$ cat config.mk
export PLATFORM = sky130hd
export DESIGN_NAME = multiplier_seq
export DESIGN_NICKNAME = d
export VERILOG_FILES = /design/src/rtl/mult_pkg.sv /design/src/rtl/mult_sign_adj.sv /design/src/rtl/multiplier_seq.sv
export SDC_FILE = /design/constraint.sdc
export NUM_CORES = 1
export LEC_CHECK = 0
export CELL_PAD_IN_SITES_DETAIL_PLACEMENT = 0
export CELL_PAD_IN_SITES_GLOBAL_PLACEMENT = 1
export CORE_MARGIN = 2
export CORE_UTILIZATION = 33
export DETAILED_ROUTE_END_ITERATION = 12
export HOLD_SLACK_MARGIN = 0.03
export PLACE_DENSITY_LB_ADDON = 0.1
export SLEW_MARGIN = 5
export SYNTH_ARGS = -nofsm -noshare
export SYNTH_HDL_FRONTEND = slang
export SYNTH_SLANG_ARGS = --single-unit
$ cat constraint.sdc
create_clock -name clk -period 5 [get_ports clk]
set_input_delay 1.5 -clock clk [delete_from_list [all_inputs] [get_ports clk]]
set_output_delay 1.5 -clock clk [all_outputs]
set_load 0.03 [all_outputs]
$ cat src/rtl/mult_pkg.sv
// Shared types and defaults for the sequential shift-add multiplier.
package mult_pkg;

   localparam int unsigned DEFAULT_WIDTH = 12;

   typedef enum logic [1:0] {
      IDLE = 2'd0,
      CALC = 2'd1,
      DONE = 2'd2
   } state_e;

endpackage

$ cat src/rtl/mult_sign_adj.sv
// Conditional two's-complement: passes i_val through, or negates it when i_neg is set.
module mult_sign_adj #(
   parameter int unsigned WIDTH = 12
) (
   input  logic [WIDTH-1:0] i_val,
   input  logic             i_neg,
   output logic [WIDTH-1:0] o_val
);

   always_comb begin
      o_val = i_val;
      if (i_neg) begin
         o_val = ~i_val + WIDTH'(1);
      end
   end

endmodule

$ cat src/rtl/multiplier_seq.sv
// Radix-2 shift-add multiplier: one multiplier bit per cycle on operand magnitudes,
// sign applied to the final product. Valid/ready handshakes on both sides.
module multiplier_seq
   import mult_pkg::*;
#(
   parameter int unsigned WIDTH = DEFAULT_WIDTH
) (
   input  logic                 clk,
   input  logic                 rst,
   input  logic                 in_valid,
   output logic                 in_ready,
   input  logic [WIDTH-1:0]     num1,
   input  logic [WIDTH-1:0]     num2,
   input  logic                 signed_mode,
   output logic                 out_valid,
   input  logic                 out_ready,
   output logic [2*WIDTH-1:0]   result,
   output logic                 busy
);

   localparam int unsigned CNT_W = $clog2(WIDTH) + 1;
   localparam int unsigned PW    = 2 * WIDTH;

   state_e             r_state;
   state_e             w_state_nxt;
   logic [CNT_W-1:0]   r_cnt;
   logic [PW-1:0]      r_mcand;
   logic [WIDTH-1:0]   r_mplier;
   logic [PW-1:0]      r_acc;
   logic               r_sign;
   logic [PW-1:0]      r_result;

   logic               w_neg1;
   logic               w_neg2;
   logic [WIDTH-1:0]   w_mag1;
   logic [WIDTH-1:0]   w_mag2;
   logic [PW-1:0]      w_addend;
   logic [PW-1:0]      w_acc_nxt;
   logic [PW-1:0]      w_prod;
   logic               w_last;

   assign w_neg1 = signed_mode & num1[WIDTH-1];
   assign w_neg2 = signed_mode & num2[WIDTH-1];

   // Magnitude of the most-negative value fits as unsigned in WIDTH bits.
   mult_sign_adj #(.WIDTH(WIDTH)) u_abs1 (
      .i_val (num1),
      .i_neg (w_neg1),
      .o_val (w_mag1)
   );

   mult_sign_adj #(.WIDTH(WIDTH)) u_abs2 (
      .i_val (num2),
      .i_neg (w_neg2),
      .o_val (w_mag2)
   );

   assign w_addend  = r_mplier[0] ? r_mcand : '0;
   assign w_acc_nxt = r_acc + w_addend;
   assign w_last    = (r_cnt == CNT_W'(WIDTH - 1));

   mult_sign_adj #(.WIDTH(PW)) u_prod_neg (
      .i_val (w_acc_nxt),
      .i_neg (r_sign),
      .o_val (w_prod)
   );

   always_comb begin
      w_state_nxt = r_state;
      unique case (r_state)
         IDLE:    if (in_valid)  w_state_nxt = CALC;
         CALC:    if (w_last)    w_state_nxt = DONE;
         DONE:    if (out_ready) w_state_nxt = IDLE;
         default: w_state_nxt = IDLE;
      endcase
   end

   always_ff @(posedge clk) begin
      if (rst) begin
         r_state <= IDLE;
      end else begin
         r_state <= w_state_nxt;
      end
   end

   always_ff @(posedge clk) begin
      if (rst) begin
         r_cnt    <= '0;
         r_mcand  <= '0;
         r_mplier <= '0;
         r_acc    <= '0;
         r_sign   <= 1'b0;
         r_result <= '0;
      end else begin
         if (r_state == IDLE && in_valid) begin
            r_cnt    <= '0;
            r_mcand  <= {{WIDTH{1'b0}}, w_mag1};
            r_mplier <= w_mag2;
            r_acc    <= '0;
            r_sign   <= w_neg1 ^ w_neg2;
         end else if (r_state == CALC) begin
            r_cnt    <= r_cnt + CNT_W'(1);
            r_mcand  <= r_mcand << 1;
            r_mplier <= r_mplier >> 1;
            r_acc    <= w_acc_nxt;
            if (w_last) begin
               r_result <= w_prod;
            end
         end
      end
   end

   assign in_ready  = (r_state == IDLE);
   assign out_valid = (r_state == DONE);
   assign busy      = (r_state != IDLE);
   assign result    = r_result;

endmodule

==> results of run 1 <==
## synthesized netlist by cell type (4+ instances only)
master,n,share of area [%]
a211oi_1,24,3.1
a21o_1,6,0.76
a21oi_1,71,6.0
a311oi_1,20,3.0
a31oi_1,6,0.64
and2_1,28,3.0
and3_1,4,0.42
buf_1,4,0.25
buf_2,4,0.34
clkbuf_1,37,2.4
dfxtp_1,92,31
ha_1,27,5.7
inv_1,12,0.76
nand2_1,149,9.5
nand2b_1,10,1.1
nand3_1,14,1.2
nand4_1,6,0.64
nor2_1,92,5.9
nor2b_1,4,0.42
nor3_1,13,1.1
nor4_1,6,0.64
o21a_1,5,0.64
o21ai_0,20,1.7
o21ai_1,4,0.34
o31ai_1,5,0.64
or3_1,5,0.53
xnor2_1,18,2.7
xor2_1,43,6.4
## power by group through the flow
stage                     combinational [W]  sequential [W]  clock (W)
after floorplan                    0.000157        0.000781          0
after global routing               0.000255        0.000774   0.000800
after CTS                          0.000231        0.000771   0.000777
after detailed placement           0.000230        0.000788          0
final                              0.000228        0.000771   0.000756
after global placement             0.000227        0.000787          0
## layout by cell type, fill, tap and decap left out, types with 6 or more instances in the layout
master / count
inv_1: 12
clkbuf_16: 9
a311oi_1: 20
dfxtp_1: 92
nor3_1: 13
nand4_1: 6
clkdlybuf4s50_1: 54
nand2b_1: 9
a21o_1: 6
ha_1: 27
xnor2_1: 18
nand3_1: 14
a21oi_1: 71
nor2_1: 92
buf_4: 9
and2_1: 28
a211oi_1: 24
xor2_1: 43
a31oi_1: 6
o21ai_0: 20
nand2_1: 149
## metrics by stage
stage          utilization, %  hold slack, ns  instance area (µm²)   power, W  setup slack (ns)
6_report                39.98          0.4618                 6939   0.001754             1.238
5_1_grt                 39.98          0.4817                 6939   0.001830            0.9228
4_1_cts                 39.98          0.4640                 6939   0.001780             1.219
3_5_place_dp            38.11          0.4544                 6614   0.001018             1.211
3_3_place_gp            38.11          0.4465                 6614   0.001014             1.296
2_1_floorplan               -          0.4366                 5888  0.0009384             1.302
## final timing paths
check / from / end / slack, ns / cells past startpoint
worst max register to register: r_mplier[0]$_SDFFE_PP0P_ / result[23]$_SDFFE_PP0P_ / 1.24 / 13
worst min register to register: r_mcand[23]$_SDFFE_PP0P_ / r_mcand[23]$_SDFFE_PP0P_ / 0.46 / 2
worst min-delay path: r_mcand[23]$_SDFFE_PP0P_ / r_mcand[23]$_SDFFE_PP0P_ / 0.46 / 2
worst max-delay path: r_mplier[0]$_SDFFE_PP0P_ / result[23]$_SDFFE_PP0P_ / 1.24 / 13
## per-layer routing
layer | global-route usage [%] | vias up
met5 | 0 | -
met4 | 6.873 | 0
met3 | 3.201 | 32
met2 | 31.62 | 97
met1 | 21.30 | 2541
li1 | - | 2787
## worst max-delay path: stages, from the launching register on
cell and delay [ns]:
dfxtp_1 0.32, buf_4 0.23, nand2_1 0.12, fa_1 0.43, nand2b_1 0.19, a211oi_2 0.34
o2111ai_1 0.21, a31oi_1 0.22, xnor2_1 0.23, o2111ai_2 0.26, or4_4 0.59, o31ai_4 0.18
nand2_1 0.09, a311oi_2 0.26
## sequential cells by signal, summed over array words and instances, names as in the netlist
name	count
r_acc	24
r_mcand	24
result	24
r_mplier	12
r_cnt	5
r_state	2
r_sign	1
## cell families after synthesis
logic type,count (synthesis),share of synthesized area [%]
AOI/OAI and AO/OA,193,22.59
and+or+nand+nor,347,26.63
buffers and inverters,58,3.910
DFF,92,31.28
adders and majority gates,28,6.077
xor gates and xnor gates,62,9.350
muxes,1,0.1700
## final cells by class
class | count | area (µm²) | share of cell area, %
clock buffer | 10 | 239.0 | 3.444
clock inverter | 6 | 86.33 | 1.244
inverter | 12 | 45.04 | 0.6491
multi-input combinational | 631 | 3832 | 55.23
sequential | 92 | 1842 | 26.54
tap | 225 | 281.5 | 4.057
timing repair buffer | 64 | 613.1 | 8.835
==> flow_metrics.py, run 1 <==
metrics = {
    "worst_setup_path": {
        "criticalPathCategory": "flip-flop to flip-flop",
        "worstPathRequired_ns": 5.27,
        "cp-start-kind": "flip-flop",
        "worst-path-max-fanout": 24,
        "worst_ep_arrival_time_ns": 4.03,
        "endpoint_kind": "flip-flop",
    },
    "sta": {
        "rsz0062_at_grt": "no",
        "skew_ns": 0.005371,
        "max_freq_mhz": 265.8,
        "drv_slew": 0,
        "slew_headroom_pct": 44.63,
        "final.setup.tns_ns": 0,
        "period_minus_slack_ns": 3.762,
        "fin_crit_sh_pct": 75.24,
        "finalSetupViolCount": 0,
        "max_slew.worst_pin.slew_ns": 0.8294,
        "hold_violations": 0,
    },
    "power_and_ir_drop": {
        "switchingPower_w": 0.0004610,
        "seqPwrFrac_pct": 44.0,
        "clkPwrFrac_pct": 43.1,
        "switching_share_pct": 26.28,
        "p_comb_share_pct": 13.0,
        "p_int_w": 0.001293,
        "vdd_drop_max_uv": 153.3,
        "powerDensity_mw_per_mm2": 252.8,
        "p_leak_nw": 2.549,
    },
    "clock_network": {
        "cts_made_buffers": 9,
        "cts.htree.levels": 3,
        "cts_buffer_depth": 2,
        "cts.clk_slew.worst_paths_ns": 0.07,
        "cts_hold_buf": 0,
        "clock-sinks": 92,
        "cts_resized": 0,
        "root_buffer": "clkbuf_16",
        "insertion_delay_ns": 0.35,
        "cts_tree": "yes",
        "cts_setup_buffers": 0,
    },
    "floorplan": {
        "fp-row-count": 48,
        "die_h_um": 137.6,
        "die_area_mm2": 0.01893,
        "start_util_pct": 33.92,
        "io_pins": 56,
        "die_w_um": 137.6,
        "core_area_mm2": 0.01736,
    },
    "global_routing": {
        "grt-ovfl-total": 0,
        "grt_pass1_wl_mm": 26.63,
        "first_global_vias": 5392,
        "grt_max_degree": 61,
        "antenna_found_initial": 0,
        "grt_use_total_pct": 17.83,
    },
    "synthesis": {
        "syn_area_mm2": 0.005888,
        "syn_inst": 781,
        "ys_ff_latch": 92,
        "ys_types": 67,
        "syn_avg_cell_area_um2": 7.539,
        "synth_nets": 838,
        "synth_warnings": 0,
        "synth_async_sr_flop_share_pct": 0,
        "ys_seq_area_share_pct": 31.28,
        "synth-edff-count": 0,
        "synth-main-ff-cell": "dfxtp_1",
    },
    "route": {
        "wl_met1_mm": 7.137,
        "via_count": 5457,
        "drt_wl_total_mm": 16.14,
        "via_per_inst": 5.247,
        "top_layer": "met4",
        "antenna_left": 0,
        "dr_wl_met3_um": 521,
        "avgRoutedWirePerCell_um": 15.52,
        "drt-initial-drc-count": 241,
        "drc_errors": 0,
        "dr.pass1.iters": 4,
        "wl_met2_mm": 8.042,
    },
    "place": {
        "gp_congestion": 0.8792,
        "placed_cells": 1024,
        "portBuffers": 55,
        "dp.final_hpwl_mm": 12.10,
    },
    "job": {
        "cap_violations": 0,
    },
    "hold_path": {
        "worstHoldPathType": "flip-flop to flip-flop",
    },
    "outcome": {
        "status": "finished, final reports clean",
    },
    "final_layout": {
        "fillers": 1802,
        "drive_gt1_share_pct": 6.380,
        "area_growth_pct": 17.85,
        "diodes": 0,
        "final_cell_count_no_fill": 1040,
        "final_nets": 867,
    },
}
Power figures use the tool's default switching activity.
==> run 2: changes to the inputs <==
- clock period: 5 -> 3 ns (I/O delays scaled with it)
==> flow_metrics.py, run 2 (synthesis results as in run 1) <==
metrics = {
    "outcome": {
        "status": "complete, but fails checks",
        "violations": "negative setup slack",
    },
    "route": {
        "drt-initial-drc-count": 265,
        "antenna_left": 0,
        "wl_met2_mm": 9.146,
        "top_layer": "met4",
        "via_per_inst": 5.109,
        "dr.pass1.iters": 5,
        "wl_met1_mm": 8.549,
        "drc_errors": 0,
        "via_count": 5993,
        "dr_wl_met3_um": 458,
        "avgRoutedWirePerCell_um": 15.78,
        "drt_wl_total_mm": 18.51,
    },
    "hold_path": {
        "hold_path_end": "result[13]$_SDFFE_PP0P_",
        "holdPathStages": 2,
        "worstHoldPathType": "flip-flop to flip-flop",
        "min_from": "result[13]$_SDFFE_PP0P_",
    },
    "clock_network": {
        "cts_hold_buf": 0,
        "root_buffer": "clkbuf_16",
        "cts_made_buffers": 9,
        "cts_buffer_depth": 2,
        "clock-sinks": 92,
        "cts.htree.levels": 3,
        "cts.clk_slew.worst_paths_ns": 0.07,
        "cts_tree": "yes",
        "insertion_delay_ns": 0.35,
    },
    "floorplan": {
        "die_w_um": 137.6,
        "fp-row-count": 48,
        "start_util_pct": 33.92,
        "die_area_mm2": 0.01893,
        "io_pins": 56,
        "die_h_um": 137.6,
        "core_area_mm2": 0.01736,
    },
    "worst_setup_path": {
        "endpoint_kind": "flip-flop",
        "cp-start-kind": "flip-flop",
        "worstPathRequired_ns": 3.21,
        "worst_ep_arrival_time_ns": 3.66,
        "criticalPathCategory": "flip-flop to flip-flop",
        "reg2reg_slack_ns": -0.45,
        "reg2reg_to": "result[20]$_SDFFE_PP0P_",
        "r2r_cells": 15,
        "worst-path-max-fanout": 7,
        "r2r-start": "r_mplier[0]$_SDFFE_PP0P_",
    },
    "place": {
        "dp.final_hpwl_mm": 13.59,
        "portBuffers": 55,
        "dp_slack_ns": -0.5480,
        "gp_congestion": 0.9129,
    },
    "sta": {
        "skew_ns": 0.008969,
        "max_slew.worst_pin.slew_ns": 0.9338,
        "setup_ws_ns": -0.4519,
        "hold_violations": 0,
        "finalSetupViolCount": 16,
        "drv_slew": 0,
        "fin_crit_sh_pct": 115.1,
        "max_freq_mhz": 289.7,
        "slew_headroom_pct": 37.66,
        "rsz0062_at_grt": "yes",
        "period_minus_slack_ns": 3.452,
    },
    "global_routing": {
        "grt_max_degree": 60,
        "first_global_vias": 5855,
        "antenna_found_initial": 0,
        "grt-ovfl-total": 0,
        "grt_use_total_pct": 20.14,
        "grt_pass1_wl_mm": 29.84,
    },
    "final_layout": {
        "mostFrequentLayoutCell": "nand2_1",
        "drive_gt1_share_pct": 26.37,
        "diodes": 0,
        "area_growth_pct": 42.73,
        "fin_util_pct": 48.42,
        "layout_common_cells": "nand2_1 (145), buf_4 (137), dfxtp_1 (91)",
        "fillers": 1725,
        "final_nets": 1000,
    },
    "job": {
        "cap_violations": 0,
    },
    "power_and_ir_drop": {
        "p_leak_nw": 3.281,
        "powerDensity_mw_per_mm2": 368.9,
        "vdd_drop_max_uv": 258.6,
    },
}
## run 2: changes by cell type in the layout (fill, tap and decap cells not counted), sizes merged
| cell | delta |
|---|---|
| inv | +1 |
| clkinvlp | +1 |
| clkinv | -2 |
| buf | +133 |
## run 2: how the worst max path moves through the flow
stage                                  start                      end  slack [ns]  cells after the start
finish              r_mplier[0]$_SDFFE_PP0P_  result[20]$_SDFFE_PP0P_       -0.45                     15
global placement    r_mplier[0]$_SDFFE_PP0P_  result[18]$_SDFFE_PP0P_       -0.59                     17
floorplan           r_mplier[0]$_SDFFE_PP0P_  result[23]$_SDFFE_PP0P_       -0.50                     15
global route        r_mplier[0]$_SDFFE_PP0P_  result[18]$_SDFFE_PP0P_       -0.59                     15
detailed placement  r_mplier[0]$_SDFFE_PP0P_  result[20]$_SDFFE_PP0P_       -0.55                     13
CTS                 r_mplier[0]$_SDFFE_PP0P_  result[23]$_SDFFE_PP0P_       -0.43                     14
## run 2: critical path: stages (launching register included)
cell,delay [ns]
dfxtp_2,0.35
and2_4,0.15
ha_4,0.12
inv_2,0.03
fa_2,0.33
nand2b_4,0.16
a211oi_4,0.31
buf_4,0.16
nor2_2,0.04
xnor2_2,0.15
buf_4,0.14
or4_4,0.49
or3_4,0.42
o31ai_4,0.19
xor2_1,0.16
a211oi_1,0.08
## run 2: power breakdown
group	internal [W]	switching (W)	leakage, nW
registers	0.00126	0.0000278	0.748
logic	0.000250	0.000296	2.38
clock network	0.000740	0.000530	0.151
total	0.00225	0.000853	3.28
## run 2: repair_timing
item,4_1_cts,5_1_grt
gates resized for setup,41,38
endpoints found under the setup margin,18,20
pin swaps,22,32
buffers inserted,6,7
## run 2: cell type report
cell class	count	area [µm²]	area share, %
multi-input cells	631	4272	50.83
flip-flops and latches	92	1843	21.93
repair buffers	197	1639	19.50
well taps	225	281.5	3.350
clock buffers	10	229.0	2.724
clock inverters	6	95.09	1.131
inverters	12	45.04	0.5360
## run 2: layer usage
layer	track usage (%)	vias to the layer above
met5	0	-
li1	-	3052
met1	25.54	2836
met3	3.201	19
met2	34.99	86
met4	6.128	0
## run 2: through the flow
step | hold slack, ns | area (µm²) | power (W) | setup TNS (ns) | std cells
finish | 0.4600 | 8404 | 0.003100 | -4.380 | 1173
global route | 0.4752 | 8404 | 0.003240 | -6.935 | 1173
CTS | 0.4612 | 8168 | 0.003098 | -3.790 | 1167
detailed placement | 0.4496 | 7587 | 0.001782 | -5.553 | 1146
global placement | 0.4436 | 7587 | 0.001777 | -5.236 | 1146
floorplan | 0.4366 | 5957 | 0.001571 | -3.202 | 781
